$ cat src/rtl/mem_array_ctrl.sv
// WIDTH x DEPTH register-array memory behind an IDLE/ACCESS/DONE request controller.
// Define PARITY_EN to store and check an even-parity bit per word.
module mem_array_ctrl #(
  parameter int WIDTH = 8,
  parameter int DEPTH = 16,
  localparam int AW = $clog2(DEPTH)
) (
  input  logic             clk,
  input  logic             reset,
  input  logic             select,
  input  logic             op,
  input  logic [AW-1:0]    addr,
  input  logic [WIDTH-1:0] wdata,
  output logic             ready,
  output logic             valid,
  output logic             rw,
  output logic [WIDTH-1:0] rdata,
  output logic             addr_err,
  output logic             parity_err
);

  localparam logic [1:0] IDLE   = 2'd0;
  localparam logic [1:0] ACCESS = 2'd1;
  localparam logic [1:0] DONE   = 2'd2;

  localparam logic [AW:0] DEPTH_W = (AW+1)'(DEPTH);

  logic [1:0]       state;
  logic             req_op;
  logic [AW-1:0]    req_addr;
  logic [WIDTH-1:0] req_wdata;
  logic [WIDTH-1:0] rdata_q;
  logic             err_q;
  logic             perr_q;
  logic             perr_d;
  logic             in_range;
  logic             do_write;

  logic [WIDTH-1:0] mem [DEPTH];

  assign in_range = {1'b0, req_addr} < DEPTH_W;
  // reset in ACCESS must abort the write
  assign do_write = (state == ACCESS) && req_op
                  && in_range && !reset;

  always_ff @(posedge clk) begin
    if (do_write)
      mem[req_addr] <= req_wdata;
  end

`ifdef PARITY_EN
  logic par [DEPTH];

  always_ff @(posedge clk) begin
    if (do_write)
      par[req_addr] <= ^req_wdata;
  end

  assign perr_d = in_range && !req_op
                && ((^mem[req_addr]) != par[req_addr]);
`else
  assign perr_d = 1'b0;
`endif

  always_ff @(posedge clk) begin
    if (reset) begin
      state   <= IDLE;
      req_op  <= 1'b0;
      rdata_q <= '0;
      err_q   <= 1'b0;
      perr_q  <= 1'b0;
    end else begin
      unique case (state)
        IDLE: begin
          if (select) begin
            req_op    <= op;
            req_addr  <= addr;
            req_wdata <= wdata;
            state     <= ACCESS;
          end
        end
        ACCESS: begin
          err_q  <= !in_range;
          perr_q <= perr_d;
          if (!req_op)
            rdata_q <= in_range ? mem[req_addr] : '0;
          state <= DONE;
        end
        DONE:    state <= IDLE;
        default: state <= IDLE;
      endcase
    end
  end

  assign ready      = (state == IDLE);
  assign valid      = (state == DONE);
  assign rw         = valid && req_op;
  assign rdata      = rdata_q;
  assign addr_err   = valid && err_q;
  assign parity_err = valid && perr_q;

endmodule

$ cat config.mk
export PLATFORM = sky130hd
export DESIGN_NAME = mem_array_ctrl
export DESIGN_NICKNAME = d
export VERILOG_FILES = /design/src/rtl/mem_array_ctrl.sv
export SDC_FILE = /design/constraint.sdc
export NUM_CORES = 1
export LEC_CHECK = 0
export BUFFER_PORTS_ARGS = -buffer_cell sky130_fd_sc_hd__buf_2
export CAP_MARGIN = 0
export CORE_UTILIZATION = 30
export DETAILED_ROUTE_END_ITERATION = 7
export PLACE_DENSITY = 0.48
export SLEW_MARGIN = 20
export SYNTH_ARGS = -nofsm -noshare
export SYNTH_HDL_FRONTEND = slang
export SYNTH_SLANG_ARGS = --single-unit
$ cat constraint.sdc
create_clock -name clk -period 2.6 [get_ports clk]
set_clock_uncertainty 0.05 [all_clocks]
set_input_delay 0.39 -clock clk [delete_from_list [all_inputs] [get_ports clk]]
set_output_delay 0.39 -clock clk [all_outputs]
set_load 0.05 [all_outputs]
[After elaboration in Yosys (flattened, before gate mapping)]
Memory sizes are Yosys's and may differ from the RTL's. A register that Yosys moved wholly into a read port is not among the register bits.
Cells that the tools add are included.
Cells by class
  equal/unequal tests: 3
  reduce and logical (&&, ||, !) cells: 8
  mux-type cells: 4
  bitwise logic cells: 2
Operators by type and width (count)
  2-bit one-hot mux with 2 select lines: 1
  2-bit AND reduction: 2
  1-bit logical AND: 3
  3-bit AND reduction: 1
  2-bit by 1-bit == test with 1-bit output (second input constant): 1
  2-bit == test (second input constant): 1
  2-bit zero test: 1
  1-bit 2-to-1 mux: 2
  2-bit 2-to-1 mux: 1
  2-bit inequality test (second input constant): 1
  1-bit inverter: 2
  1-bit zero test: 1
Word-level totals
  output and inout bits: 13
  register bits after elaboration: 15
  memories kept: 1
  logic and storage cells: 22
  input bits: 16
  RAM bits: 128
Memories
  mem: words 16, bits a word 8, rd ports 1, clocked after Yosys merged registers in 1, write ports 1, line 39  | logic [WIDTH-1:0] mem [DEPTH];

[Longest topological paths before layout]
Gate-level depths: netlist of run 1.
  depth after elaboration: 5
  depth in mapped cells: 6

[Worst setup path before layout of run 1]
No wires, ideal clock.
  kind: flip-flop to flip-flop
  start: register state[1]
  end: register req_addr[0] (enable)
  library setup time: 0.380 ns
  path slack: 0.357 ns
  data arrival time: 1.813 ns
  stages on the path, launching flop included: 4
  path through: dfxtp_1 > nor2_1 > nand2_1 > nor2_1
On the way
  cells in the longest elaborated chain, start to end: 2
Ends and longest elaborated chain
  start, declared: line 28  | logic [1:0] state;
  start signal, assigned: line 67  | state <= IDLE;
  start signal, assigned: line 79  | state <= ACCESS;
  start signal, assigned: line 87  | state <= DONE;
  2-bit zero test
  via ready: line 14  | output logic ready,
  3-bit AND reduction (no line)
  end signal, assigned: line 77  | req_addr <= addr;
  end, declared: line 30  | logic [AW-1:0] req_addr;
The timed path passes the listed nets, and every way through them passes these cells.
A chain may end at the register's enable or synchronous reset.

==> impl_results.md, run 1 <==
* CTS buffer count at 17
* Cells after Synth at 281
* Setup WS post-layout at 0.5469 ns
* Area leader, netlist: edfxtp_1
* CP required at 2.85 ns
* Largest family of logic cells by synthesized area: multiplexers
* Final nets at 350
* Post-CTS resize count at 0
* Total global-route track usage at 12.94%
* Worst slack, placed at 0.4651 ns
* Final Util at 36.85%
* Sw Ratio at 20.33%
* Fin area at 6962 um^2
* Hold-fix buffers at CTS at 0
* Post-CTS Setup Inserts at 0
* Drt wl/cell at 19.21 um
* Peak VDD IR at 0.0004584 V
* GP Congestion at 0.7195
* Adder-Cell Fraction of Synth Area at 0%
* Min Clock Period, post-route at 2.053 ns
* H-tree depth at 4
* Max-slew violations at 0
* Register area share after synthesis at 75.93%
* Largest net degree at the start of global routing at 39
* DRT Pass-1 Iters at 4
* Clock root buffer: clkbuf_16
* Combinational Power Share at 3.7%
* Syn avg cell area at 20.74 um^2
* DRT iter0 DRCs at 240
* DP Area at 6375 um^2
* Routed WL at 11660 um
* IO Pins at 29
* Post-Synth XOR/XNOR Area at 0%
* CTS sink count at 151
* Setup violators final at 0
* Crit share post-route at 78.97%
* Relative slew margins at 53.02%
* YS warnings at 0
* Crit path launch type: flip-flop
* Post-DRT Antenna Nets at 0
* Initial antenna violation count at 0
* HPWL after detailed placement at 7341 um
* Hold_ws at 0.09579 ns
* FFs w/ async S/R, synth at 0%
* CTS tree: done
* RSZ-0062 raised after global routing: false
* Status: complete, no violations
* Number of port buffers at 26
* Reg-to-reg setup timing slack at 0.55 ns
* Achievable frequency at 0.4871 GHz
* DRC Markers at 0
* Clock buffer depth at 2
* Die Span Y at 141.4 um
* Worst-path clk slew at 0.06 ns
* Vias at 2749
* Vias in the first global route at 2843
* Number of flops mapped to enable cells by yosys at 140
* Flop pwr share at 51.0%
* Max Cap Violations at 0
* Setup TNS at 0 ns
* Max Fanout on Critical Path at 37
* Cell variety after synth at 30
* Mux contribution to synthesized area at 16.15%
* Layout Cells excl Fill at 607
* NetSw at 1.081 mW
* Via-per-instance ratio at 4.529
* First-pass GRT wire length at 17960 um
* Die area at 19980 um^2
* Endpoint class of the critical path: flip-flop
* Die width at 141.4 um
* Hold crit path type: in -> reg
* Final Power at 5.318 mW
* Worst Max-Slew Pin Slew at 0.7047 ns
* Static leakage at 2.321 nW
* Hold Violations, Final at 0
* Core area at 18890 um^2
* Layout area overhead at 19.48%
* #FFs+latches synth at 151
* Std cell rows at 50
* Placed insts at 575
* Power Internal at 4.237 mW
* Clk pwr share at 45.3%
* WS Path Type: reg -> reg
* Final-layout fill cell count at 1786
* Synth Cell Area at 5827 um^2
* Compound-gate portion of the synthesized area at 1.460%
* Worst skew pair latency at 0.42 ns
* PwrDens at 763.9 nW/um^2
* Post-Synth Simple-Gate Area at 4.660%
* Post-synth top area share at 72.15%
* Layout cells sized above 1 at 31.12%
* Arrival time at the worst endpoint at 2.30 ns
* Starting density of the core at 30.84%
* N_diodes at 0
* Synth Flop Type: edfxtp_1
* Synth top area cells: edfxtp_1 72%, mux4_1 7.2%, mux4_2 5.8%, dfxtp_1 3.8%, mux2_2 1.9%
* Congestion Overflow GR at 0
-- logic make-up (layout without fill, tap and decap cells) --
| group | after synthesis | in the layout |
|---|---|---|
| compound gates | 11 | 11 |
| buf+inv | 15 | 80 |
| flops | 151 | 151 |
| mux | 48 | 48 |
| other cells | 1 | 2 |
| simple gates | 55 | 55 |
-- worst paths after layout --
| path | start | cells after the start | endpoint |
|---|---|---|---|
| setup / recovery | req_addr[1]$_DFFE_PP_ | 5 | rdata[1]$_SDFFE_PP0P_ |
| hold / removal | addr[3] | 1 | req_addr[3]$_DFFE_PP_ |
| setup reg to reg | req_addr[1]$_DFFE_PP_ | 5 | rdata[1]$_SDFFE_PP0P_ |
| hold reg to reg | rdata[4]$_SDFFE_PP0P_ | 2 | rdata[4]$_SDFFE_PP0P_ |
-- worst max-delay path, cell delays in order (launching register included) --
cell	delay (ns)
edfxtp_1	0.37
buf_12	0.28
mux4_1	0.63
mux2_2	0.29
o22ai_1	0.20
nor3_1	0.07
-- flip-flops by register name, indices dropped and copies added, names as in the netlist --
signal	cells
mem	128
req_addr	4
req_wdata	8
state	2
req_op	1
rdata	8
-- area by class of cell --
type	count	area, um^2	area share, %
Timing Repair Buffer	48	320.3	4.601
Tap cell	260	325.3	4.673
Multi-Input combinational cell	116	1305	18.75
Sequential cell	151	4424	63.55
Clock buffer	17	425.4	6.111
Clock inverter	15	161.4	2.318
-- placed cells by master, fill, tap and decap left out, types with 3 or more instances in the layout --
master	n
mux2i_1	7
edfxtp_1	140
nor2_1	22
nand2_1	7
o221ai_1	3
bufinv_16	3
nand2b_1	4
mux4_1	16
mux2_2	10
dfxtp_1	11
clkbuf_16	17
clkinv_2	6
nor3_1	9
buf_2	26
buf_4	20
o22ai_1	4
clkinvlp_4	5
mux4_2	15
-- power groups by stage --
stage	logic, mW	registers, mW	clock network [mW]
3_3_place_gp	0.201	2.76	0
6_report	0.199	2.71	2.41
5_1_grt	0.215	2.71	2.57
3_5_place_dp	0.202	2.76	0
2_1_floorplan	0.123	2.77	0
4_1_cts	0.203	2.71	2.48
-- synthesized netlist by cell type, drive strengths merged, types with 2 or more instances --
master and count:
o22ai 5, mux2 10, nand2b 4, dfxtp 11
nor3b 2, edfxtp 140, clkbuf 5, nand3 2
nand2 7, mux2i 7, buf 10, nand3b 2
or3b 2, o221ai 3, nor2b 2, nor2 22
mux4 31, nor3 9
-- metal layers --
layer	part of all wire (%)	track usage, %
met1	48	18.75
met4	1.3	4.634
met5	0	0
met3	8.1	4.117
met2	43	18.11
No activity file was read; power rests on OpenSTA's default activity.
==> run 2: changes to the inputs <==
--- a/config.mk
+++ b/config.mk
@@ -5,6 +5,7 @@
 export SDC_FILE = /design/constraint.sdc
 export NUM_CORES = 1
 export LEC_CHECK = 0
+export ABC_AREA = 1
 export BUFFER_PORTS_ARGS = -buffer_cell sky130_fd_sc_hd__buf_2
 export CAP_MARGIN = 0
 export CORE_UTILIZATION = 30
==> constraint.sdc (replaced) <==
create_clock -name clk -period 2 [get_ports clk]
set_clock_uncertainty 0.05 [all_clocks]
set_input_delay 0.3 -clock clk [delete_from_list [all_inputs] [get_ports clk]]
set_output_delay 0.3 -clock clk [all_outputs]
set_load 0.05 [all_outputs]
==> impl_results.md, run 2 <==
* Worst skew pair latency at 0.42 ns
* First-pass GRT wire length at 22740 um
* R2r worst-path depth at 6
* Reg-to-reg startpoint: state[0]$_SDFFE_PP0P_
* Vias at 4015
* Area leader, netlist: edfxtp_1
* Slowest-stage cell, CP: dfxtp_1
* H-tree depth at 4
* Cell variety after synth at 17
* Routed WL at 14860 um
* Drt wl/cell at 16.53 um
* Hold path cells at 1
* Post-synth top area share at 69.25%
* GP Congestion at 0.8281
* Register area share after synthesis at 72.88%
* Initial antenna violation count at 0
* Layout area overhead at 21.70%
* Worst R2R End: mem[15][3]$_DFFE_PP_
* Most frequent cells in the layout: 259 x nand2_1, 140 x edfxtp_1, 43 x nand3_1
* Endpoint class of the critical path: flip-flop
* DRC Markers at 0
* YS warnings at 0
* Clk pwr share at 44.5%
* Syn avg cell area at 10.98 um^2
* Clock root buffer: clkbuf_16
* Synth Flop Type: edfxtp_1
* Synth top area cells: edfxtp_1 69%, nand2_1 16%, dfxtp_1 3.6%, nand3_1 3.6%, nor2_1 2.5%
* HPWL after detailed placement at 9963 um
* Worst Max-Slew Pin Slew at 0.5421 ns
* Final Util at 37.59%
* FFs w/ async S/R, synth at 0%
* Final Power at 6.978 mW
* CP required at 2.07 ns
* Hold Violations, Final at 0
* Die area at 20810 um^2
* Reg-to-reg setup timing slack at 0.22 ns
* Hold_ws at 0.03796 ns
* Relative slew margins at 63.82%
* Setup violators final at 0
* N_diodes at 0
* IO Pins at 29
* Most common cell after layout, fill and taps aside: nand2_1
* Power Internal at 5.428 mW
* Number of flip-flops in the largest register at 128
* Cells after Synth at 553
* Core area at 19650 um^2
* WS Path Type: reg -> reg
* Combinational Power Share at 5.5%
* Slowest stage delay, CP at 0.39 ns
* #FFs+latches synth at 151
* Peak VDD IR at 0.0004983 V
* Hold crit path type: in -> reg
* Starting density of the core at 30.89%
* Total global-route track usage at 15.55%
* Most flop-heavy register: mem
* CTS sink count at 151
* Hold_sp: addr[1]
* Top-count cell post-synth: nand2_1
* Arrival time at the worst endpoint at 1.86 ns
* Clock buffer depth at 2
* Max Cap Violations at 0
* NetSw at 1.550 mW
* Post-CTS Setup Inserts at 0
* Worst-path clk slew at 0.06 ns
* Layout cells sized above 1 at 15.62%
* DRT iter0 DRCs at 378
* Congestion Overflow GR at 0
* Achievable frequency at 0.5603 GHz
* Synth Cell Area at 6071 um^2
* Crit share post-route at 89.24%
* Number of flops mapped to enable cells by yosys at 140
* Min Clock Period, post-route at 1.785 ns
* Number of port buffers at 26
* Crit path launch type: flip-flop
* Sw Ratio at 22.21%
* Setup TNS at 0 ns
* Vias in the first global route at 4011
* Setup WS post-layout at 0.2151 ns
* Max Fanout on Critical Path at 8
* Flop pwr share at 50.0%
* Via-per-instance ratio at 4.466
* Final nets at 637
* RSZ-0062 raised after global routing: false
* DRT Pass-1 Iters at 4
* CP Cell Sequence: nand2_1 > nor3_1 > buf_4 > nand3_1 > nor2_1 > buf_4
* Worst slack, placed at 0.1392 ns
* Std cell rows at 51
* Most common cell on crit path: buf_4
* Status: complete, no violations
* Synth top cells by count: 259 x nand2_1, 140 x edfxtp_1, 44 x nand3_1, 40 x nor2_1, 15 x buf_2
* CTS tree: done
* Die Span Y at 144.3 um
* CTS buffer count at 17
* Die width at 144.3 um
* WHS Endpoint: req_addr[1]$_DFFE_PP_
* Worst Setup SP: state[0]$_SDFFE_PP0P_
* Largest net degree at the start of global routing at 33
* Max-slew violations at 0
* Static leakage at 2.907 nW
* Post-DRT Antenna Nets at 0
* PwrDens at 944.4 nW/um^2
==> run 2: changes by cell type in the layout (fill, tap and decap cells not counted), moves of 7 or more <==
cell,before,now
dlygate4sd3_1,0,10
mux2i_1,7,0
nor3_1,9,2
inv_1,0,7
nand2_1,7,259
o21ai_0,0,9
mux2_2,10,0
nor2_1,22,39
nand4_1,0,8
buf_4,20,36
mux4_2,15,0
mux4_1,16,0
nand3_1,2,43
==> run 2: worst max path at each step <==
stage,end,slack [ns],cells after the start
2_1_floorplan,req_addr[0]$_DFFE_PP_,0.04,3
3_3_place_gp,mem[2][1]$_DFFE_PP_,0.20,6
3_5_place_dp,mem[2][6]$_DFFE_PP_,0.14,6
4_1_cts,mem[2][0]$_DFFE_PP_,0.11,6
5_1_grt,mem[15][4]$_DFFE_PP_,0.08,6
6_report,mem[15][3]$_DFFE_PP_,0.22,6
==> run 2: power groups by stage <==
stage | registers, mW | clock network [mW] | logic [mW]
after CTS | 3.49 | 3.18 | 0.389
after detailed placement | 3.55 | 0 | 0.374
final | 3.49 | 3.11 | 0.386
after global routing | 3.49 | 3.31 | 0.427
after floorplan | 3.60 | 0 | 0.186
after global placement | 3.55 | 0 | 0.373
==> run 2: metrics by stage <==
stage	std cells	instance area, um^2
after CTS	899	7383
after global routing	899	7388
after detailed placement	857	6706
after floorplan	554	6077
final	899	7388
after global placement	857	6706
==> run 2: worst max-delay path, delay by kind of cell, from the launching register on <==
family | cells | cell delay (ns)
buf+inv | 2 | 0.37
simple gates | 4 | 0.69
flops | 1 | 0.39
==> run 2: logic make-up after synthesis <==
logic type      synth area share (%)
other cells                  0.06177
compound gates                0.8243
simple gates                   23.21
flops                          72.88
buf+inv                        3.030
==> run 2: area by class of cell <==
type                       count  area, um^2
fill                        2012       12270
sequential                   151        4424
multi-input combinational    366        1474
timing repair buffer          74       540.5
clock buffer                  19       432.9
tap                          265       331.6
clock inverter                13       143.9
inverter                      11       41.29
==> run 2: routing by layer <==
metal  vias up  GRT usage [%]  part of all wire [%]
met5         -              0                     0
met4         0          5.319                  0.81
met3         8          3.808                   4.0
met2        86          24.10                    47
met1      1932          21.23                    48
li1       1989              -                     -
==> run 2: timing repair <==
item | 4_1_cts | 5_1_grt
hold buffers | 10 | 0
resized for setup | 0 | 1
endpoints found under the hold margin | 10 | 0
setup endpoints to repair | 0 | 4
